File: config.mk
export PLATFORM = sky130hd
export DESIGN_NAME = red_sequencer
export DESIGN_NICKNAME = d
export VERILOG_FILES = /design/src/rtl/red_sequencer.sv
export SDC_FILE = /design/constraint.sdc
export NUM_CORES = 1
export LEC_CHECK = 0
export ABC_AREA = 1
export BUFFER_PORTS_ARGS = -buffer_cell sky130_fd_sc_hd__buf_2
export CAP_MARGIN = 30
export CORE_AREA = 2 2 168 170
export CTS_BUF_LIST = sky130_fd_sc_hd__clkbuf_16
export CTS_CLUSTER_SIZE = 16
export DETAILED_ROUTE_END_ITERATION = 8
export DIE_AREA = 0 0 170 172
export HOLD_SLACK_MARGIN = 0.05
export PLACE_DENSITY = 0.47
export SLEW_MARGIN = 25
export SYNTH_ARGS = -nofsm -noshare
export SYNTH_HDL_FRONTEND = slang
export SYNTH_SLANG_ARGS = --single-unit
export TNS_END_PERCENT = 5
File: constraint.sdc
create_clock -name clk -period 2.48 [get_ports clk]
set_input_delay 0.124 -clock clk [delete_from_list [all_inputs] [get_ports clk]]
set_output_delay 0.124 -clock clk [all_outputs]
set_load 0.03 [all_outputs]
File: src/rtl/red_sequencer.sv
// red_sequencer: multi-cycle FETCH/EXEC control unit for an RV32I subset (ADD, SUB, ADDI, BEQ, BNE).
// Define RED_SEQ_INSTRET_EN to build the retired-instruction counter driven on instret.
module red_sequencer #(
    parameter logic [31:0] RESET_PC      = 32'h0000_0000,
    parameter int unsigned ADDRESS_WIDTH = 5,
    parameter int unsigned DATA_WIDTH    = 32
) (
    input  logic                     clk,
    input  logic                     rst,
    output logic                     imem_req,
    output logic [31:0]              imem_addr,
    input  logic                     imem_valid,
    input  logic [31:0]              imem_rdata,
    output logic [ADDRESS_WIDTH-1:0] ad1,
    output logic [ADDRESS_WIDTH-1:0] ad2,
    output logic [ADDRESS_WIDTH-1:0] ad3,
    output logic                     we3,
    output logic                     aluSrc,
    output logic [2:0]               aluCTR,
    output logic [DATA_WIDTH-1:0]    immOp,
    input  logic                     eq,
    output logic [31:0]              pc,
    output logic                     halted,
    output logic [31:0]              instret
);

    typedef enum logic [1:0] {
        StFetch,
        StExec,
        StHalt
    } state_e;

    state_e      state_q;
    logic [31:0] pc_q;
    logic [31:0] ir_q;

    logic [6:0]  opcode;
    logic [4:0]  rd;
    logic [2:0]  funct3;
    logic [4:0]  rs1;
    logic [4:0]  rs2;
    logic [6:0]  funct7;
    logic [31:0] imm_i;
    logic [31:0] imm_b;
    logic        is_add;
    logic        is_sub;
    logic        is_addi;
    logic        is_beq;
    logic        is_bne;
    logic        legal;
    logic        taken;
    logic [31:0] br_target;
    logic        misaligned;
    logic        retire;
    logic [31:0] pc_next;

    always_comb begin
        opcode     = ir_q[6:0];
        rd         = ir_q[11:7];
        funct3     = ir_q[14:12];
        rs1        = ir_q[19:15];
        rs2        = ir_q[24:20];
        funct7     = ir_q[31:25];
        imm_i      = {{20{ir_q[31]}}, ir_q[31:20]};
        imm_b      = {{19{ir_q[31]}}, ir_q[31], ir_q[7], ir_q[30:25], ir_q[11:8], 1'b0};
        is_add     = (opcode == 7'b0110011) && (funct3 == 3'b000) && (funct7 == 7'b0000000);
        is_sub     = (opcode == 7'b0110011) && (funct3 == 3'b000) && (funct7 == 7'b0100000);
        is_addi    = (opcode == 7'b0010011) && (funct3 == 3'b000);
        is_beq     = (opcode == 7'b1100011) && (funct3 == 3'b000);
        is_bne     = (opcode == 7'b1100011) && (funct3 == 3'b001);
        legal      = is_add || is_sub || is_addi || is_beq || is_bne;
        taken      = (is_beq && eq) || (is_bne && !eq);
        br_target  = pc_q + imm_b;
        // Only a taken branch can produce a misaligned PC; a not-taken one falls through.
        misaligned = taken && (br_target[1:0] != 2'b00);
        retire     = (state_q == StExec) && legal && !misaligned;
        pc_next    = taken ? br_target : pc_q + 32'd4;
    end

    always_ff @(posedge clk or posedge rst) begin
        if (rst) begin
            state_q <= StFetch;
            pc_q    <= RESET_PC;
            ir_q    <= '0;
        end else begin
            case (state_q)
                StFetch: begin
                    if (imem_valid) begin
                        ir_q    <= imem_rdata;
                        state_q <= StExec;
                    end
                end
                StExec: begin
                    if (retire) begin
                        pc_q    <= pc_next;
                        state_q <= StFetch;
                    end else begin
                        state_q <= StHalt;
                    end
                end
                StHalt:  state_q <= StHalt;
                default: state_q <= StHalt;
            endcase
        end
    end

`ifdef RED_SEQ_INSTRET_EN
    logic [31:0] instret_q;

    always_ff @(posedge clk or posedge rst) begin
        if (rst) begin
            instret_q <= '0;
        end else if (retire) begin
            instret_q <= instret_q + 32'd1;
        end
    end

    assign instret = instret_q;
`else
    assign instret = '0;
`endif

    assign imem_req  = (state_q == StFetch);
    assign imem_addr = pc_q;
    assign pc        = pc_q;
    assign halted    = (state_q == StHalt);

    // Controls follow the registered state, so reset clears them without waiting for an edge.
    always_comb begin
        ad1    = '0;
        ad2    = '0;
        ad3    = '0;
        we3    = 1'b0;
        aluSrc = 1'b0;
        aluCTR = 3'b000;
        immOp  = '0;
        if (state_q == StExec) begin
            if (is_add || is_sub) begin
                ad1    = ADDRESS_WIDTH'(rs1);
                ad2    = ADDRESS_WIDTH'(rs2);
                ad3    = ADDRESS_WIDTH'(rd);
                we3    = (rd != 5'd0);
                aluCTR = is_sub ? 3'b001 : 3'b000;
            end else if (is_addi) begin
                ad1    = ADDRESS_WIDTH'(rs1);
                ad3    = ADDRESS_WIDTH'(rd);
                we3    = (rd != 5'd0);
                aluSrc = 1'b1;
                immOp  = DATA_WIDTH'($signed(imm_i));
            end else if (is_beq || is_bne) begin
                ad1    = ADDRESS_WIDTH'(rs1);
                ad2    = ADDRESS_WIDTH'(rs2);
                aluCTR = 3'b001;
                immOp  = DATA_WIDTH'($signed(imm_b));
            end
        end
    end

endmodule

==> results.json, run 1 <==
{
  "io_buffer_count": 149,
  "cts_num_sinks": 65,
  "finalSetupViolations": 0,
  "number_of_global_route_vias_before_repair": 6829,
  "fin_setup_tns_ns": 0,
  "crit_required_ns": 2.72,
  "clk_transition_reported_paths_ns": 0.07,
  "clockRootBuffer": "sky130_fd_sc_hd__clkbuf_16",
  "design_power_total_mw": 5.17,
  "totalWireLength_microns": 26000,
  "hold_path_class": "primary input to register",
  "finish.cell_count_without_fillers": 1633,
  "gp_routability_congestion": 0.946,
  "start_point_of_the_worst_min_delay_path": "imem_rdata[8]",
  "synth_area_per_cell_sq_um": 6.17,
  "cts.path.max_buffers": 2,
  "cts_max_level": 3,
  "timing.clock.skew_ns": 0.0121,
  "dpl_cell_area_sq_um": 7800,
  "drt_pre_antenna_iters": 5,
  "dp.cells": 1582,
  "pin_count": 186,
  "count_of_warnings_emitted_by_yosys": 0,
  "timing.hold.worst_endpoint": "ir_q[8]",
  "timing.final.crit_period_ns": 2.26,
  "post_route_cells_drive_above_1_share_pct": 19.6,
  "reg2reg_setup_slack_ns": 0.22,
  "worst_r2r_startpoint": "ir_q[31]",
  "layout_worst_path_cycle_share_pct": 91.0,
  "crit-reg2reg-capture": "imem_addr[28]",
  "setup.worst_path.class": "register to register",
  "clock_latency_ns": 0.35,
  "critical_path_arrival_ns": 2.50,
  "power.density_cell_area_nw_per_um2": 613,
  "detailedPlace.worstSlack_ns": 0.203,
  "critPathMaxFanout": 17,
  "detailedPlacementHpwl_microns": 20700,
  "multiInputGateArea_sq_um": 3970,
  "max_slew.worst_pin.slew_ns": 0.583,
  "die-height_microns": 172,
  "timing.fmax_mhz": 443,
  "worst_setup_path_start_kind": "register",
  "post-route-cell-area_sq_um": 8440,
  "wl_per_cell_microns": 15.9,
  "numCtsBuffers": 9,
  "synth.yosys.seq_area_share_pct": 23.9,
  "grt_antenna_before_repair": 1,
  "drt_iter0_markers": 546,
  "worst_rel_slew_slack_pct": 61.1,
  "holdPathStages": 3,
  "core-area_sq_um": 27500,
  "route.detailed.drc": 0,
  "post_synth_inst_count": 1103,
  "detailroute.via_count": 7401,
  "final_antenna_net_count": 0,
  "syn2layout_area_growth_pct": 24.0,
  "drv_slew": 0,
  "leakage_nw": 4.69,
  "regArea_sq_um": 1630,
  "yosys_register_bits": 65,
  "layout.filler_cells": 3083,
  "irDropWorstVdd_mv": 0.377,
  "std_cell_rows": 61,
  "grt_pass1_wl_microns": 39200,
  "synthesis.area_sq_um": 6810,
  "fin_nets": 1348,
  "rsz0062_at_grt": "false",
  "largest_net_degree_at_the_start_of_global_routing": 47,
  "globalRouteTotalUtil_pct": 17.9,
  "worst_r2r_path_depth": 11,
  "grt-ovfl-total": 0,
  "floorplan.die.width_microns": 170,
  "synth_cell_types": 42,
  "maxCapViolations": 0,
  "tritoncts": "done",
  "post_drt_via_cell_ratio": 4.53,
  "hold_viol_final": 0,
  "start_util_pct": 24.8,
  "endpoint_kind": "register",
  "worst_case_setup_margin_in_the_final_layout_ns": 0.224,
  "result_of_the_run": "finished, final reports clean",
  "design.die.area_sq_um": 29200
}
==> cell families (layout without fill, tap and decap cells) <==
logic type                 Yosys count  in the layout  share of synthesized area (%)
DFF                                 65             65                           23.9
AOI/OAI and AO/OA                  130            130                           10.5
and+or+nand+nor                    591            591                           37.2
adders and majority gates           32             32                           5.99
xor gates and xnor gates            19             19                           2.45
other                                1             38                         0.0551
buffers and inverters              265            412                           19.9
==> cell type report <==
type / instances / share of cell area (%)
Timing Repair Buffer: 231 / 17.5
Tap cell: 346 / 5.13
Sequential cell: 65 / 19.3
Clock inverter: 7 / 0.919
Inverter: 165 / 7.34
Multi-Input combinational cell: 808 / 47.0
Clock buffer: 9 / 2.67
Antenna cell: 2 / 0.0593
==> sequential cells by signal (all words and copies together), names as in the netlist <==
signal and count:
state_q 2, ir_q 32, imem_addr 31
==> synthesized netlist by cell type <==
master	n	share of area, %
sky130_fd_sc_hd__a21boi_1	8	0.88
sky130_fd_sc_hd__a21o_1	3	0.33
sky130_fd_sc_hd__a21oi_1	49	3.6
sky130_fd_sc_hd__a22oi_1	1	0.11
sky130_fd_sc_hd__a31oi_1	2	0.18
sky130_fd_sc_hd__and2_1	2	0.18
sky130_fd_sc_hd__and3_1	1	0.092
sky130_fd_sc_hd__buf_2	5	0.37
sky130_fd_sc_hd__buf_4	88	9.7
sky130_fd_sc_hd__buf_6	3	0.50
sky130_fd_sc_hd__clkbuf_1	4	0.22
sky130_fd_sc_hd__conb_1	1	0.055
sky130_fd_sc_hd__dfrtp_1	65	24
sky130_fd_sc_hd__fa_1	1	0.29
sky130_fd_sc_hd__ha_1	31	5.7
sky130_fd_sc_hd__inv_1	158	8.7
sky130_fd_sc_hd__inv_2	7	0.39
sky130_fd_sc_hd__nand2_1	346	19
sky130_fd_sc_hd__nand2_2	8	0.74
sky130_fd_sc_hd__nand3_1	67	4.9
sky130_fd_sc_hd__nand3_2	4	0.59
sky130_fd_sc_hd__nand3b_1	7	0.77
sky130_fd_sc_hd__nand4_1	14	1.3
sky130_fd_sc_hd__nor2_1	101	5.6
sky130_fd_sc_hd__nor2_2	4	0.37
sky130_fd_sc_hd__nor2_4	3	0.50
sky130_fd_sc_hd__nor3_1	25	1.8
sky130_fd_sc_hd__nor3_2	3	0.44
sky130_fd_sc_hd__nor3_4	1	0.24
sky130_fd_sc_hd__nor3b_1	2	0.22
sky130_fd_sc_hd__nor4_1	1	0.092
sky130_fd_sc_hd__nor4_2	1	0.18
sky130_fd_sc_hd__o211ai_1	2	0.22
sky130_fd_sc_hd__o21a_1	1	0.11
sky130_fd_sc_hd__o21ai_0	44	3.2
sky130_fd_sc_hd__o21ai_1	9	0.66
sky130_fd_sc_hd__o21bai_1	6	0.66
sky130_fd_sc_hd__o22ai_1	4	0.37
sky130_fd_sc_hd__o32ai_1	1	0.13
sky130_fd_sc_hd__or2_2	1	0.092
sky130_fd_sc_hd__xnor2_1	5	0.64
sky130_fd_sc_hd__xor2_1	14	1.8
==> cells in the final DEF (no fill, tap or decap), types with 14 or more instances in the layout <==
cell type	netlist	layout
sky130_fd_sc_hd__a21oi_1	49	49
sky130_fd_sc_hd__buf_2	5	149
sky130_fd_sc_hd__buf_4	88	47
sky130_fd_sc_hd__conb_1	1	36
sky130_fd_sc_hd__dfrtp_1	65	63
sky130_fd_sc_hd__dlygate4sd3_1	0	32
sky130_fd_sc_hd__ha_1	31	31
sky130_fd_sc_hd__inv_1	158	157
sky130_fd_sc_hd__nand2_1	346	346
sky130_fd_sc_hd__nand3_1	67	67
sky130_fd_sc_hd__nand4_1	14	14
sky130_fd_sc_hd__nor2_1	101	100
sky130_fd_sc_hd__nor3_1	25	24
sky130_fd_sc_hd__o21ai_0	44	44
sky130_fd_sc_hd__xor2_1	14	14
==> per-layer routing <==
metal | vias up | GRT usage [%] | share of wire [%]
li1 | 3719 | - | -
met2 | 288 | 30.5 | 47
met4 | 0 | 5.61 | 2.4
met5 | - | 0 | 0
met1 | 3363 | 23.0 | 45
met3 | 31 | 3.11 | 6.3
==> power breakdown <==
group | total (mW) | switching (mW) | internal, mW | leakage [nW]
logic | 2.38 | 1.57 | 0.805 | 3.78
clock network | 1.40 | 0.615 | 0.790 | 0.140
registers | 1.39 | 0.145 | 1.24 | 0.774
total | 5.17 | 2.33 | 2.84 | 4.69
==> through the flow <==
stage | hold slack, ns | util [%]
floorplan | 0.234 | -
global placement | 0.231 | 28.4
detailed placement | 0.238 | 28.4
CTS | 0.0571 | 30.6
global route | 0.0843 | 30.7
finish | 0.0501 | 30.7
==> worst max path at each step <==
stage,startpoint,end,cells after the start
global route,ir_q[31],imem_addr[27],14
global placement,imem_addr[2],imem_addr[27],14
finish,ir_q[31],imem_addr[28],11
detailed placement,imem_addr[2],imem_addr[27],14
CTS,imem_addr[2],imem_addr[27],14
floorplan,ir_q[31],immOp[13],7
==> critical path, cell delays in order, from the launching register on <==
cell and delay (ns):
sky130_fd_sc_hd__dfrtp_2 0.46, sky130_fd_sc_hd__buf_12 0.18, sky130_fd_sc_hd__ha_1 0.36, sky130_fd_sc_hd__nand2_1 0.15, sky130_fd_sc_hd__nor2_1 0.20, sky130_fd_sc_hd__inv_1 0.05
sky130_fd_sc_hd__o21ai_0 0.32, sky130_fd_sc_hd__a21oi_1 0.14, sky130_fd_sc_hd__nand3_1 0.10, sky130_fd_sc_hd__nand3_1 0.08, sky130_fd_sc_hd__nand2_1 0.07, sky130_fd_sc_hd__nand2_1 0.05
==> timing repair <==
action / CTS / global route
endpoints found under the hold margin: 50 / 0
hold buffers: 32 / 0
setup endpoints to repair: 0 / 2
setup buffers: 0 / 1
gates resized for setup: 0 / 3
Power figures use the tool's default switching activity.
==> run 2, diff against run 1 <==
- BUFFER_PORTS_ARGS: -buffer_cell sky130_fd_sc_hd__buf_2 -> default
- DONT_BUFFER_PORTS: default -> 1
- PLACE_DENSITY: 0.47 -> 0.4
- clock period: 2.48 -> 2.6 ns (I/O delays scaled with it)
==> results.json, run 2 (synthesis results as in run 1) <==
{
  "result_of_the_run": "finished, final reports clean",
  "cts.path.max_buffers": 2,
  "critical_path_arrival_ns": 2.32,
  "timing.clock.skew_ns": 0.00821,
  "finalCoreUtilization_pct": 29.4,
  "worst_rel_slew_slack_pct": 56.3,
  "globalRouteTotalUtil_pct": 18.2,
  "p_clk_share_pct": 28.2,
  "post_route_cells_drive_above_1_share_pct": 12.1,
  "std_cell_rows": 61,
  "cts_num_sinks": 65,
  "cts_max_level": 3,
  "critPathMaxFanout": 13,
  "grt-ovfl-total": 0,
  "grt_pass1_wl_microns": 40000,
  "gp_routability_congestion": 0.911,
  "timing.final.crit_period_ns": 2.45,
  "grt_antenna_before_repair": 0,
  "drt_iter0_markers": 401,
  "crit_required_ns": 2.47,
  "maxCapViolations": 0,
  "route.detailed.drc": 0,
  "power_switching_mw": 2.21,
  "hold_viol_final": 0,
  "numCtsBuffers": 9,
  "core-area_sq_um": 27500,
  "design_power_total_mw": 4.85,
  "worst_setup_path_start_kind": "register",
  "layout_worst_path_cycle_share_pct": 94.2,
  "tritoncts": "done",
  "drv_slew": 0,
  "detailroute.via_count": 6943,
  "clock_latency_ns": 0.35,
  "setup.worst_path.class": "register to output pin",
  "timing.fmax_mhz": 408,
  "clockRootBuffer": "sky130_fd_sc_hd__clkbuf_16",
  "largest_reg_flops": 32,
  "fin_setup_tns_ns": 0,
  "fin_nets": 1242,
  "antenna_cells_inserted": 0,
  "endpoint_kind": "output pin",
  "biggest_register": "ir_q",
  "start_util_pct": 24.8,
  "wl_per_cell_microns": 17.2,
  "die-height_microns": 172,
  "power.share.switching_pct": 45.5,
  "power.density_cell_area_nw_per_um2": 601,
  "max_slew.worst_pin.slew_ns": 0.654,
  "most-common-layout-cells": "sky130_fd_sc_hd__nand2_1 (345), sky130_fd_sc_hd__inv_1 (157), sky130_fd_sc_hd__nor2_1 (101)",
  "clk_transition_reported_paths_ns": 0.07,
  "mostFrequentLayoutCell": "sky130_fd_sc_hd__nand2_1",
  "power.combinational.fraction_pct": 44.7,
  "finalSetupViolations": 0,
  "final_antenna_net_count": 0,
  "hold_path_class": "primary input to register",
  "io_buffer_count": 0,
  "drt_pre_antenna_iters": 5,
  "number_of_global_route_vias_before_repair": 6726,
  "power.sequential.fraction_pct": 27.1,
  "post_drt_via_cell_ratio": 4.55,
  "rsz0062_at_grt": "false",
  "finish.cell_count_without_fillers": 1525,
  "syn2layout_area_growth_pct": 18.6,
  "design.die.area_sq_um": 29200,
  "largest_net_degree_at_the_start_of_global_routing": 48,
  "totalWireLength_microns": 26200,
  "intPower_mw": 2.64,
  "detailedPlacementHpwl_microns": 21500,
  "leakage_nw": 4.27,
  "dp.cells": 1476,
  "floorplan.die.width_microns": 170,
  "pin_count": 186,
  "irDropWorstVdd_mv": 0.373
}
## run 2: worst paths after layout
kind | depth (start not counted) | endpoint | slack (ns) | startpoint
hold / removal | 3 | ir_q[3] | 0.13 | imem_valid
min in group asynchronous | 2 | imem_addr[5] | 0.25 | rst
hold reg to reg | 2 | ir_q[0] | 0.51 | ir_q[0]
max in group asynchronous | 3 | ir_q[12] | 1.55 | rst
setup / recovery | 9 | immOp[31] | 0.15 | ir_q[13]
setup reg to reg | 13 | imem_addr[23] | 0.27 | imem_addr[2]
## run 2: timing repair
item                                    in CTS  in global routing
pin swaps                                    0                  0
hold buffers                                33                  0
endpoints found under the setup margin      11                 21
endpoints found under the hold margin       47                  0
gates resized for setup                      2                  6
setup buffers                                0                  0
## run 2: critical path, stage by stage (launching register included)
cell,delay [ns]
sky130_fd_sc_hd__dfrtp_1,0.41
sky130_fd_sc_hd__nor2_4,0.17
sky130_fd_sc_hd__nand2_2,0.10
sky130_fd_sc_hd__nor2_4,0.14
sky130_fd_sc_hd__nand2_2,0.09
sky130_fd_sc_hd__nand2_2,0.07
sky130_fd_sc_hd__inv_2,0.08
sky130_fd_sc_hd__nor3_4,0.22
sky130_fd_sc_hd__clkbuf_16,0.40
sky130_fd_sc_hd__buf_16,0.25
## run 2: per-stage QoR
step	setup slack, ns	hold WS (ns)	instance area, sq um
global placement	0.252	0.0781	7400
detailed placement	0.215	0.0783	7400
CTS	0.00425	0.133	8050
finish	0.151	0.130	8070
floorplan	0.203	0.240	6950
global route	0.00375	0.180	8070
## run 2: final cells by class
cell class	instances	area, sq um
multi-input cells	808	3980
clock inverters	7	86.3
repair buffers	125	1100
clock buffers	9	225
flip-flops and latches	65	1630
well taps	346	433
fillers	3103	19400
inverters	165	619
## run 2: per-layer routing
layer  part of all wire (%)  vias to the layer above  track usage (%)
met4                    2.4                        0             4.76
met2                     46                      211             30.8
met1                     45                     3192             23.5
met5                      0                        -                0
met3                    6.0                       32             3.87
li1                       -                     3508                -
## run 2: power by group through the flow
stage	Sequential, mW	Clock [mW]	Combinational, mW
after floorplan	1.32	0	1.59
after detailed placement	1.33	0	2.12
after global routing	1.34	1.45	2.50
after CTS	1.31	1.40	2.17
final	1.31	1.37	2.17
after global placement	1.33	0	2.12
==> run 3, diff against run 2 <==
- CORE_AREA: 2 2 168 170 -> 2 2 115 117
- CTS_CLUSTER_DIAMETER: default -> 100
- DIE_AREA: 0 0 170 172 -> 0 0 117 119
- GPL_TIMING_DRIVEN: default -> 0
- PLACE_DENSITY: 0.4 -> 0.71
==> results.json, run 3 (synthesis results as in run 1) <==
{
  "result_of_the_run": "finished, final reports clean",
  "totalWireLength_microns": 22100,
  "leakage_nw": 4.27,
  "worst_case_setup_margin_in_the_final_layout_ns": 0.0432,
  "drv_slew": 0,
  "cts_num_sinks": 65,
  "floorplan.die.width_microns": 117,
  "power.density_cell_area_nw_per_um2": 582,
  "std_cell_rows": 42,
  "fin_setup_tns_ns": 0,
  "final_antenna_net_count": 0,
  "wl_per_cell_microns": 16.1,
  "finalCoreUtilization_pct": 61.4,
  "worst_setup_path_start_kind": "register",
  "timing.clock.skew_ns": 0.00547,
  "die-height_microns": 119,
  "dpl_cell_area_sq_um": 7200,
  "biggest_register": "ir_q",
  "tritoncts": "done",
  "finish.cell_count_without_fillers": 1369,
  "post_drt_via_cell_ratio": 5.21,
  "pin_count": 186,
  "hold_path_class": "primary input to register",
  "antenna_cells_inserted": 0,
  "detailedPlace.worstSlack_ns": -0.539,
  "design_power_total_mw": 4.60,
  "clk_transition_reported_paths_ns": 0.06,
  "timing.final.crit_period_ns": 2.56,
  "detailedPlacementHpwl_microns": 16800,
  "intPower_mw": 2.54,
  "fin_nets": 1256,
  "detailroute.via_count": 7129,
  "hold_viol_final": 0,
  "grt-ovfl-total": 0,
  "drt_iter0_markers": 646,
  "crit_required_ns": 2.47,
  "grt_pass1_wl_microns": 33800,
  "layout.filler_cells": 1241,
  "post_route_cells_drive_above_1_share_pct": 14.2,
  "p_clk_share_pct": 23.5,
  "power.share.switching_pct": 44.8,
  "route.detailed.drc": 0,
  "number_of_global_route_vias_before_repair": 6412,
  "irDropWorstVdd_mv": 0.399,
  "finalHoldWorstSlack_ns": 0.223,
  "mostFrequentLayoutCell": "sky130_fd_sc_hd__nand2_1",
  "clock_latency_ns": 0.34,
  "most-common-layout-cells": "sky130_fd_sc_hd__nand2_1 (344), sky130_fd_sc_hd__inv_1 (156), sky130_fd_sc_hd__nor2_1 (94)",
  "critPathMaxFanout": 13,
  "endpoint_kind": "output pin",
  "critical_path_arrival_ns": 2.43,
  "power.sequential.fraction_pct": 29.3,
  "dp.cells": 1316,
  "setup.worst_path.class": "register to output pin",
  "syn2layout_area_growth_pct": 16.2,
  "maxCapViolations": 0,
  "finalSetupViolations": 0,
  "grt_antenna_before_repair": 0,
  "clockRootBuffer": "sky130_fd_sc_hd__clkbuf_16",
  "io_buffer_count": 0,
  "reg2reg_setup_slack_ns": 0.18,
  "globalRouteTotalUtil_pct": 32.0,
  "layout_worst_path_cycle_share_pct": 98.3,
  "worst_rel_slew_slack_pct": 39.1,
  "timing.fmax_mhz": 391,
  "power_switching_mw": 2.06,
  "drt_pre_antenna_iters": 7,
  "design.die.area_sq_um": 13900,
  "power.combinational.fraction_pct": 47.1,
  "numCtsBuffers": 9,
  "largest_net_degree_at_the_start_of_global_routing": 46,
  "rsz0062_at_grt": "true",
  "start_util_pct": 52.9,
  "cts_max_level": 3,
  "max_slew.worst_pin.slew_ns": 0.906,
  "core-area_sq_um": 12900,
  "post-route-cell-area_sq_um": 7910,
  "cts.path.max_buffers": 2,
  "largest_reg_flops": 32,
  "gp_routability_congestion": 0.963
}
[run 3: repair_timing]
action	CTS	global route
buffers inserted	2	0
pin swaps	1	0
resized for setup	16	9
hold endpoints to repair	97	0
gates cloned	2	0
hold buffers	33	0
setup endpoints to repair	57	37
[run 3: final cells by class]
class	count	area [sq um]	share of cell area, %
multi-input cells	810	4050	51.2
flip-flops and latches	65	1640	20.7
inverters	165	626	7.91
well taps	176	220	2.78
repair buffers	37	382	4.83
clock buffers	9	225	2.85
plain buffers	100	734	9.29
clock inverters	7	37.5	0.475
[run 3: per-layer routing]
metal | global-route usage [%] | routed length [microns] | up-vias
met5 | 0 | 0 | -
met4 | 14.3 | 890 | 0
met3 | 5.45 | 1560 | 50
met2 | 53.1 | 10600 | 317
met1 | 40.5 | 9050 | 3225
li1 | - | - | 3537
[run 3: final timing paths]
check                              start            end  cells past startpoint
max                             ir_q[31]         ad3[3]                      7
min                           imem_valid        ir_q[1]                      3
max reg2reg                imem_addr[10]  imem_addr[30]                     13
min reg2reg                      ir_q[2]        ir_q[2]                      2
max in group asynchronous            rst   imem_addr[9]                      3
min in group asynchronous            rst   imem_addr[5]                      2
[run 3: critical path, stage by stage, from the launching register on]
cell and delay [ns]:
sky130_fd_sc_hd__dfrtp_4 0.56, sky130_fd_sc_hd__clkinvlp_4 0.15, sky130_fd_sc_hd__nand4_1 0.08, sky130_fd_sc_hd__nor2_1 0.04
sky130_fd_sc_hd__nand3_1 0.19, sky130_fd_sc_hd__inv_1 0.14, sky130_fd_sc_hd__o21ai_1 0.60, sky130_fd_sc_hd__nor2_1 0.32
[run 3: power by group through the flow]
stage	clock network (mW)	logic, mW	registers (mW)
after floorplan	0	1.59	1.32
after global placement	0	1.98	1.37
after detailed placement	0	2.00	1.37
after CTS	1.10	2.13	1.35
after global routing	1.15	2.43	1.37
final	1.08	2.17	1.35
